<file path="src/rtl/led_matrix_pkg.sv">
// led_matrix_pkg
//   Shared constants, types and helpers for the 8x8 bicolour LED row-scan
//   driver. It holds the matrix geometry, the colour-enable bit indices, the
//   scan state encoding, the reset row pattern, the buffered-frame record and
//   a row-byte extractor.
package led_matrix_pkg;

  localparam int ROWS      = 8;
  localparam int COLS      = 8;
  localparam int COL_GREEN = 0;
  localparam int COL_RED   = 1;

  // Row index 0 is the MSB of the row bus.
  localparam logic [ROWS-1:0] ROW_RESET = 8'b1000_0000;

  typedef enum logic {
    SHOW  = 1'b0,
    BLANK = 1'b1
  } scan_state_e;

  // One buffered frame: the 64 pixel bits plus the colour enables that were
  // captured with it.
  typedef struct packed {
    logic [ROWS*COLS-1:0] frame;
    logic [1:0]           color;
  } frame_t;

  // Row r is frame bits [63-8r : 56-8r], so row 0 is the top byte.
  function automatic logic [COLS-1:0] row_byte(input logic [ROWS*COLS-1:0] frame,
                                               input logic [2:0]           idx);
    int lsb;
    lsb = (ROWS - 1 - int'(idx)) * COLS;
    return frame[lsb +: COLS];
  endfunction

endpackage

</file>
<file path="src/rtl/led_matrix_scan_timer.sv">
// scan_timer
//   Dwell/blank cycle counter for the row-scan driver. It counts
//   0..SCAN_DIV-1 while the mode is SHOW and 0..BLANK_CYC-1 while the mode is
//   BLANK, then restarts from 0. The mode only changes on a terminal count, so
//   every interval starts from a cleared counter.
//   Ports:
//     clk    in  - system clock
//     reset  in  - asynchronous, active-low reset
//     i_mode in  - current scan state, which selects the terminal count
//     o_tc   out - high during the final cycle of the current interval
import led_matrix_pkg::*;

module scan_timer #(
  parameter int SCAN_DIV  = 8192,
  parameter int BLANK_CYC = 64,
  parameter int CNT_W     = 13
) (
  input  logic        clk,
  input  logic        reset,
  input  scan_state_e i_mode,
  output logic        o_tc
);

  localparam logic [CNT_W-1:0] SHOW_LAST  = CNT_W'(SCAN_DIV - 1);
  localparam logic [CNT_W-1:0] BLANK_LAST = CNT_W'(BLANK_CYC - 1);

  logic [CNT_W-1:0] r_cnt;
  logic [CNT_W-1:0] w_last;

  assign w_last = (i_mode == BLANK) ? BLANK_LAST : SHOW_LAST;
  assign o_tc   = (r_cnt == w_last);

  // NOTE: sequential state uses non-blocking assignments only, so every
  // register samples pre-edge values no matter how the blocks are ordered.
  always_ff @(posedge clk or negedge reset) begin
    if (!reset) begin
      r_cnt <= '0;
    end else if (o_tc) begin
      r_cnt <= '0;
    end else begin
      r_cnt <= r_cnt + CNT_W'(1);
    end
  end

endmodule

</file>
<file path="src/rtl/led_matrix_scan.sv">
// led_matrix_scan
//   Row-scan driver for the 8x8 bicolour LED matrix. A complete frame and its
//   colour enables are captured into a pending buffer. At each frame boundary
//   (row index wrapping from 7 to 0), a valid pending frame is promoted to the
//   active buffer. Because the active buffer only changes at a boundary, a new
//   frame never tears mid-scan.
//   Optional feature macro: LED_SCAN_BLANK_EN. When it is defined, a dark
//   BLANK_CYC-cycle gap follows every row dwell to suppress ghosting.
//   Ports:
//     clk          in  - system clock
//     reset        in  - asynchronous, active-low reset
//     frame_in     in  - 64-bit frame, row-major, row 0 in the top byte
//     color        in  - bit 0 green enable, bit 1 red enable
//     frame_load   in  - strobe that captures frame_in/color into pending
//     load_ready   out - high while the pending buffer is empty
//     frame_done   out - high in the first cycle that row 0 is driven
//     row          out - one-hot row select; row 0 = 8'b1000_0000
//     column_green out - active row byte when green is enabled, else 0
//     column_red   out - active row byte when red is enabled, else 0
import led_matrix_pkg::*;

module led_matrix_scan #(
  parameter int SCAN_DIV  = 8192,
  parameter int BLANK_CYC = 64
) (
  input  logic                 clk,
  input  logic                 reset,
  input  logic [ROWS*COLS-1:0] frame_in,
  input  logic [1:0]           color,
  input  logic                 frame_load,
  output logic                 load_ready,
  output logic                 frame_done,
  output logic [ROWS-1:0]      row,
  output logic [COLS-1:0]      column_green,
  output logic [COLS-1:0]      column_red
);

  localparam int CNT_W = $clog2((SCAN_DIV > BLANK_CYC) ? SCAN_DIV : BLANK_CYC);
  localparam int IDX_W = $clog2(ROWS);

  frame_t           r_active, r_pending;
  logic             r_pend_valid;
  logic [IDX_W-1:0] r_idx;

  scan_state_e      w_state, w_state_nxt;
  logic             w_tc;
  logic             w_advance;
  logic             w_boundary;
  logic [IDX_W-1:0] w_idx_nxt;
  frame_t           w_active_nxt;
  logic             w_pend_valid_nxt;
  logic [COLS-1:0]  w_byte;
  logic             w_show_nxt;

  scan_timer #(
    .SCAN_DIV  (SCAN_DIV),
    .BLANK_CYC (BLANK_CYC),
    .CNT_W     (CNT_W)
  ) u_timer (
    .clk    (clk),
    .reset  (reset),
    .i_mode (w_state),
    .o_tc   (w_tc)
  );

`ifdef LED_SCAN_BLANK_EN
  scan_state_e r_state;

  always_ff @(posedge clk or negedge reset) begin
    if (!reset) r_state <= SHOW;
    else        r_state <= w_state_nxt;
  end

  // NOTE: every output of this block is given a default first, so no path
  // leaves a value unassigned and no latch is inferred.
  always_comb begin
    w_state_nxt = r_state;
    w_advance   = 1'b0;
    case (r_state)
      SHOW:  if (w_tc) w_state_nxt = BLANK;
      BLANK: if (w_tc) begin
               w_state_nxt = SHOW;
               w_advance   = 1'b1;
             end
    endcase
  end

  assign w_state = r_state;
`else
  // Without blanking, rows switch back-to-back on every dwell terminal count.
  assign w_state     = SHOW;
  assign w_state_nxt = SHOW;
  assign w_advance   = w_tc;
`endif

  // Outputs are registered from next-state values. This keeps row and the
  // column buses aligned with the state they describe on the same edge.
  always_comb begin
    w_idx_nxt        = w_advance ? r_idx + IDX_W'(1) : r_idx;
    w_boundary       = w_advance && (r_idx == IDX_W'(ROWS - 1));
    // The swap reads the old pending contents, even when a load lands on the
    // same edge. That load then waits in pending for the next boundary.
    w_active_nxt     = (w_boundary && r_pend_valid) ? r_pending : r_active;
    w_pend_valid_nxt = frame_load ? 1'b1 : (w_boundary ? 1'b0 : r_pend_valid);
    w_byte           = row_byte(w_active_nxt.frame, w_idx_nxt);
    w_show_nxt       = (w_state_nxt == SHOW);
  end

  // NOTE: both frame buffers are reset explicitly. A reset must discard any
  // frame in flight, and a cleared active buffer keeps the columns dark.
  always_ff @(posedge clk or negedge reset) begin
    if (!reset) begin
      r_active     <= '0;
      r_pending    <= '0;
      r_pend_valid <= 1'b0;
      r_idx        <= '0;
      row          <= ROW_RESET;
      column_green <= '0;
      column_red   <= '0;
      load_ready   <= 1'b1;
      frame_done   <= 1'b0;
    end else begin
      r_active     <= w_active_nxt;
      r_pend_valid <= w_pend_valid_nxt;
      r_idx        <= w_idx_nxt;
      if (frame_load) r_pending <= '{frame: frame_in, color: color};
      row          <= w_show_nxt ? (ROW_RESET >> w_idx_nxt) : '0;
      column_green <= (w_show_nxt && w_active_nxt.color[COL_GREEN]) ? w_byte : '0;
      column_red   <= (w_show_nxt && w_active_nxt.color[COL_RED])   ? w_byte : '0;
      load_ready   <= ~w_pend_valid_nxt;
      frame_done   <= w_boundary;
    end
  end

endmodule

</file>
<file path="config.mk">
export PLATFORM = sky130hd
export DESIGN_NAME = led_matrix_scan
export DESIGN_NICKNAME = d
export VERILOG_FILES = /design/src/rtl/led_matrix_pkg.sv /design/src/rtl/led_matrix_scan_timer.sv /design/src/rtl/led_matrix_scan.sv
export SDC_FILE = /design/constraint.sdc
export NUM_CORES = 1
export LEC_CHECK = 0
export BUFFER_PORTS_ARGS = -buffer_cell sky130_fd_sc_hd__buf_4
export CORE_MARGIN = 4
export CORE_UTILIZATION = 52
export DETAILED_ROUTE_END_ITERATION = 16
export GPL_TIMING_DRIVEN = 0
export PLACE_DENSITY = 0.87
export SKIP_LAST_GASP = 1
export SYNTH_ARGS = -nofsm -noshare
export SYNTH_HDL_FRONTEND = slang
export SYNTH_SLANG_ARGS = --single-unit
</file>
<file path="constraint.sdc">
create_clock -name clk -period 2.6 [get_ports clk]
set_input_delay 0.13 -clock clk [delete_from_list [all_inputs] [get_ports clk]]
set_output_delay 0.13 -clock clk [all_outputs]
set_load 0.05 [all_outputs]
</file>
# Word-level counts from Yosys, hierarchy flattened
# Cells that the tools add are included.
dict set report classes {
  shift 2
  mux 7
  n_reduce_logical 2
  bitwise_logic 1
  n_eq_ne 2
  n_addsub 3
}
# op n
set op_table {}
lappend op_table {{66-bit two-way mux} 1}
lappend op_table {{64-bit by 7-bit indexed part select with 8-bit output} 1}
lappend op_table {{8-bit two-way mux} 2}
lappend op_table {{13-bit by 1-bit adder with 13-bit output, second input constant} 1}
lappend op_table {{13-bit equality test, second input constant} 1}
lappend op_table {{13-bit two-way mux} 1}
lappend op_table {{8-bit by 3-bit right shift with 8-bit output, first input constant} 1}
lappend op_table {{3-bit by 3-bit subtractor with 4-bit output, first input constant} 1}
lappend op_table {{3-bit by 1-bit adder with 3-bit output, second input constant} 1}
lappend op_table {{3-bit equality test, second input constant} 1}
lappend op_table {{3-bit two-way mux} 1}
lappend op_table {{1-bit logical AND} 2}
lappend op_table {{1-bit two-way mux} 2}
lappend op_table {{1-bit NOT} 1}
dict set report totals {
  output_inout_bits 26
  register_bits 175
}

# Depth between registers and ports, before layout
dict set report logic_depth {
  word_depth 6
  ltp_mapped 10
}

# Cells and area by module
# A second synthesis with hierarchy kept.
dict set report unflattened {
  hier_cells 532
  area_unflattened_um2 7101.8
}
# module instances cells_per_inst area_per_inst_um2
set by_module_without_submodules {}
lappend by_module_without_submodules {led_matrix_scan 1 473 6492.5}
lappend by_module_without_submodules {scan_timer 1 59 609.3}

# Least setup slack after synthesis
# OpenSTA, ideal clock, no wires.
dict set report synth_path {
  kind {register to register}
  startpoint {register u_timer.r_cnt[0]}
  endpoint {register column_green[4]}
  path_stages_with_launch 9
  arrival_time_ns 2.685
  path_slack_ns -0.231
  cell_sequence {dfrtp_1 > ha_1 > nand4_2 > nor4_4 > and3_1 > buf_4 > mux4_2 > a2111oi_2 > nor3_1}
}
dict set report synth_via {
  elab_chain_cells 6
  elab_cells_between_ends 8
  classes_between {add/sub (1); eq/ne (1); shift (1); mux (3); reduce/logical (2)}
}
# item line_no
set synth_lines {}
lappend synth_lines {{start, declared} led_matrix_scan_timer.sv:27} ;# logic [CNT_W-1:0] r_cnt;
lappend synth_lines {{start signal, assigned} led_matrix_scan_timer.sv:41} ;# r_cnt <= r_cnt + CNT_W'(1);
lappend synth_lines {{13-bit equality test (*)} led_matrix_scan_timer.sv:31} ;# assign o_tc = (r_cnt == w_last);
lappend synth_lines {{branches (longest 4 deep; another with 3-bit by 3-bit subtractor with 4-bit output)} -}
lappend synth_lines {{8-bit two-way mux (*)} led_matrix_scan.sv:128} ;# column_green <= (w_show_nxt && w_active_nxt.color[COL_GREEN]) ? w_byte : '0;
lappend synth_lines {{end signal, assigned} led_matrix_scan.sv:128}
lappend synth_lines {{end, declared} led_matrix_scan.sv:34} ;# output logic [COLS-1:0] column_green,
# Every way passes the cells marked *.
# A chain may end at the register's enable or synchronous reset.

# Final worst setup path
dict set report layout_path {
  startpoint {register u_timer.r_cnt[1]}
  endpoint {register column_red[4]}
}
dict set report layout_via {
  elab_chain_cells 6
  elab_cells_between_ends 8
  classes_between {add/sub (1); eq/ne (1); shift (1); mux (3); reduce/logical (2)}
}
# item line_no
set layout_lines {}
lappend layout_lines {{13-bit equality test (*)} led_matrix_scan_timer.sv:31}
lappend layout_lines {{branches (longest 4 deep; another with 3-bit by 3-bit subtractor with 4-bit output)} -}
lappend layout_lines {{8-bit two-way mux (*)} led_matrix_scan.sv:129} ;# column_red <= (w_show_nxt && w_active_nxt.color[COL_RED]) ? w_byte : '0;
lappend layout_lines {{end signal, assigned} led_matrix_scan.sv:129}
lappend layout_lines {{end, declared} led_matrix_scan.sv:35} ;# output logic [COLS-1:0] column_red
# Marks and branches as above.

==> run_results.csv <==
group,metric,value,unit
outcome,status,"finished with violations",
outcome,violations,"negative setup slack",
pwr,total_power,5.72,mW
drt,viasPerCell,5.77,
timing,rsz0062_at_grt,"true",
timing,setup_viol,15,
cts,cts_buffer_depth,2,
critical_path,rr_startpoint,"u_timer.r_cnt[1]",
critical_path,reg2reg_slack,-0.15,ns
floorplanning,pin_count,95,
final_layout,fillers,756,
floorplanning,initial_utilization,53.9,%
critical_path,crit_slowest_cell,"a2111oi_4",
drt,drc,0,
final_layout,drive_gt1_share,38.7,%
floorplanning,chipHeight,126,um
timing,hold_slack,0.234,ns
cts,h-tree-depth,4,
final_layout,syn_to_final_growth,39.9,%
floorplanning,rows,42,
logic_synthesis,ys_seq_elements,175,
pwr,p_leak,5.11,nW
final_layout,layout.nets,863,
logic_synthesis,syn_area,7230,um2
drt,wl_per_cell,21.4,um
cts,cts_tree,"done",
logic_synthesis,synth_top_flop_cell,"dfrtp_1",
pwr,p_per_area,566,nW/um2
place,gp_congestion,0.873,
global_routing,groute.usage.overall,25.0,%
cts,cts.clk_slew.worst_paths,0.06,ns
pwr,switching_power,1.29,mW
cts,clk_latency,0.44,ns
final_layout,final_cell_mix,"dfrtp_1 (173), buf_4 (125), nand2_1 (104)",
global_routing,grt_pass1_wl,30600,um
place,io_buffers,93,
pwr,combPwrFrac,6.5,%
global_routing,grt_max_degree,107,
critical_path,worst_path_largest_cell_delay,0.46,ns
timing,fin_crit_sh,106,%
drt,via_count,5651,
timing,fmax,0.363,GHz
timing,hold_viol_final,0,
logic_synthesis,synth.avg_cell_area,12.5,um2
timing,slew_viol_final,0,
timing,fin_ws,-0.154,ns
logic_synthesis,netlist-cell-type-count,38,
final_layout,final_common_cell,"dfrtp_1",
critical_path,cp-startpoint,"u_timer.r_cnt[1]",
pwr,clkPwrFrac,42.6,%
flow_run,max_cap_viol_count,0,
timing,layout_min_cycle_time,2.75,ns
pwr,pwr-share-seq,51.0,%
min_path,hp-class,"input port to asynchronous set/reset pin",
cts,cts_num_sinks,175,
timing,tightest_slew,0.809,ns
floorplanning,core_area,13400,um2
floorplanning,die_x,126,um
place,post-dp-hpwl,11800,um
logic_synthesis,syn_nets,650,
global_routing,overflow,0,
pwr,switching_share,22.6,%
final_layout,n_antenna_cell,0,
critical_path,cp_data_required_time,2.89,ns
critical_path,critPathMaxFanout,7,
cts,cts_buffers,17,
pwr,ir_drop,479,uV
place,preCtsSetupSlack,-0.730,ns
logic_synthesis,synthArstFlopShare,100,%
critical_path,crit_path_end_kind,"register",
final_layout,final_area,10100,um2
critical_path,path_cells,"ha_4 -> nand4_4 -> nor4_4 -> buf_6 -> buf_12 -> buf_8 -> xnor2_4 -> mux4_2 -> a2111oi_4 -> nor3_2",
drt,routed_wl,21000,um
logic_synthesis,syn_inst,578,
critical_path,cp-start-kind,"register",
global_routing,grt_pass1_vias,5788,
logic_synthesis,synth-edff-count,0,
final_layout,fin_util,75.4,%
drt,drt_iter0_drc,804,
cts,cts_root_buf,"clkbuf_16",
floorplanning,dieArea,15800,um2
place,placed_cell_area,8230,um2
critical_path,reg2reg_depth,10,
drt,dr.pass1.iters,5,
critical_path,arrival,3.05,ns
global_routing,antenna_found_initial,0,
timing,max-slew-margin-rel,46.1,%
pwr,internal_power,4.42,mW
drt,antenna_left,0,
timing,fin_skew,0.0105,ns
critical_path,critical_path_class,"register to register",
logic_synthesis,yosysWarnings,0,
logic_synthesis,yosysSeqAreaShare,60.6,%
[metrics by stage]
step	std cells	setup TNS (ns)
4_1_cts	961	-0.199
3_5_place_dp	848	-18.55
6_report	980	-1.24
5_1_grt	980	-2.30
2_1_floorplan	578	-0.967
3_3_place_gp	847	-16.10
[cell usage after synthesis (3+ instances only)]
cell | number | share of area (%)
clkbuf_1 | 18 | 0.93
ha_1 | 3 | 0.52
a21o_1 | 3 | 0.31
xnor2_1 | 6 | 0.73
o221ai_1 | 12 | 1.5
inv_1 | 31 | 1.6
nand3_1 | 8 | 0.55
mux2_2 | 67 | 10
mux4_2 | 14 | 4.4
nand2_1 | 104 | 5.4
inv_2 | 5 | 0.26
buf_1 | 7 | 0.36
nor2b_1 | 3 | 0.26
dfrtp_1 | 173 | 60
mux2i_1 | 37 | 5.1
nor3_1 | 16 | 1.1
nor2_1 | 21 | 1.1
a21oi_1 | 18 | 1.2
xor2_1 | 5 | 0.61
[cells by family after synthesis]
group,count (synthesis),synth area share [%]
flops,175,60.6
mux,118,19.9
fa+ha+maj,3,0.519
compound gates,40,4.00
buf+inv,66,3.60
simple gates,164,9.76
xor+xnor,12,1.56
[metal layers]
layer  wire length [um]  vias to the layer above  GRT usage [%]
li1                   -                     2390              -
met2              10700                      331           42.1
met5                  0                        -              0
met4               1080                        0           13.4
met3               1460                       83           5.50
met1               7710                     2847           30.2
[timing repair]
item / CTS / global route
pin swaps: 5 / 18
hold buffers: 67 / 0
hold endpoints to repair: 133 / 0
endpoints found under the setup margin: 48 / 37
gates resized for setup: 54 / 49
setup buffers: 14 / 23
[registers in the layout, summed over array words and instances, names as in the netlist]
| register | cells |
|---|---|
| u_timer.r_cnt | 13 |
| load_ready | 1 |
| r_pending | 66 |
| column_red | 8 |
| column_green | 8 |
| frame_done | 1 |
| r_active | 66 |
| r_pend_valid | 1 |
| row | 8 |
| r_idx | 3 |
[path summary, 6_finish.rpt]
path / end
min in group clk: r_pending[65]
max reg2reg: column_red[4]
max: column_red[4]
min reg2reg: r_active[13]
max in group asynchronous: r_pending[35]
min: u_timer.r_cnt[6]
[worst max-delay path: cells and delay by family, from the launching register on]
kind	cells	cell delay [ns]
simple gates	3	0.58
flops	1	0.41
xor+xnor	1	0.19
mux	1	0.43
compound gates	1	0.46
buf+inv	3	0.38
fa+ha+maj	1	0.17
[power by group through the flow]
stage	Sequential (mW)	Combinational [mW]	Clock [mW]
6_report	2.91	0.370	2.43
5_1_grt	2.92	0.402	2.58
4_1_cts	2.91	0.371	2.41
3_5_place_dp	2.95	0.288	0
3_3_place_gp	2.94	0.268	0
2_1_floorplan	2.92	0.126	0
[layout make-up]
| cell class | instances | area, um2 | area share [%] |
|---|---|---|---|
| buffer | 25 | 153 | 1.51 |
| clock buffer | 23 | 468 | 4.63 |
| clock inverter | 9 | 86.3 | 0.854 |
| inverter | 38 | 143 | 1.41 |
| multi-input combinational | 337 | 2930 | 29.0 |
| sequential | 175 | 4380 | 43.4 |
| tap | 176 | 220 | 2.18 |
| timing repair buffer | 197 | 1730 | 17.1 |
No activity file was read; power rests on OpenSTA's default activity.
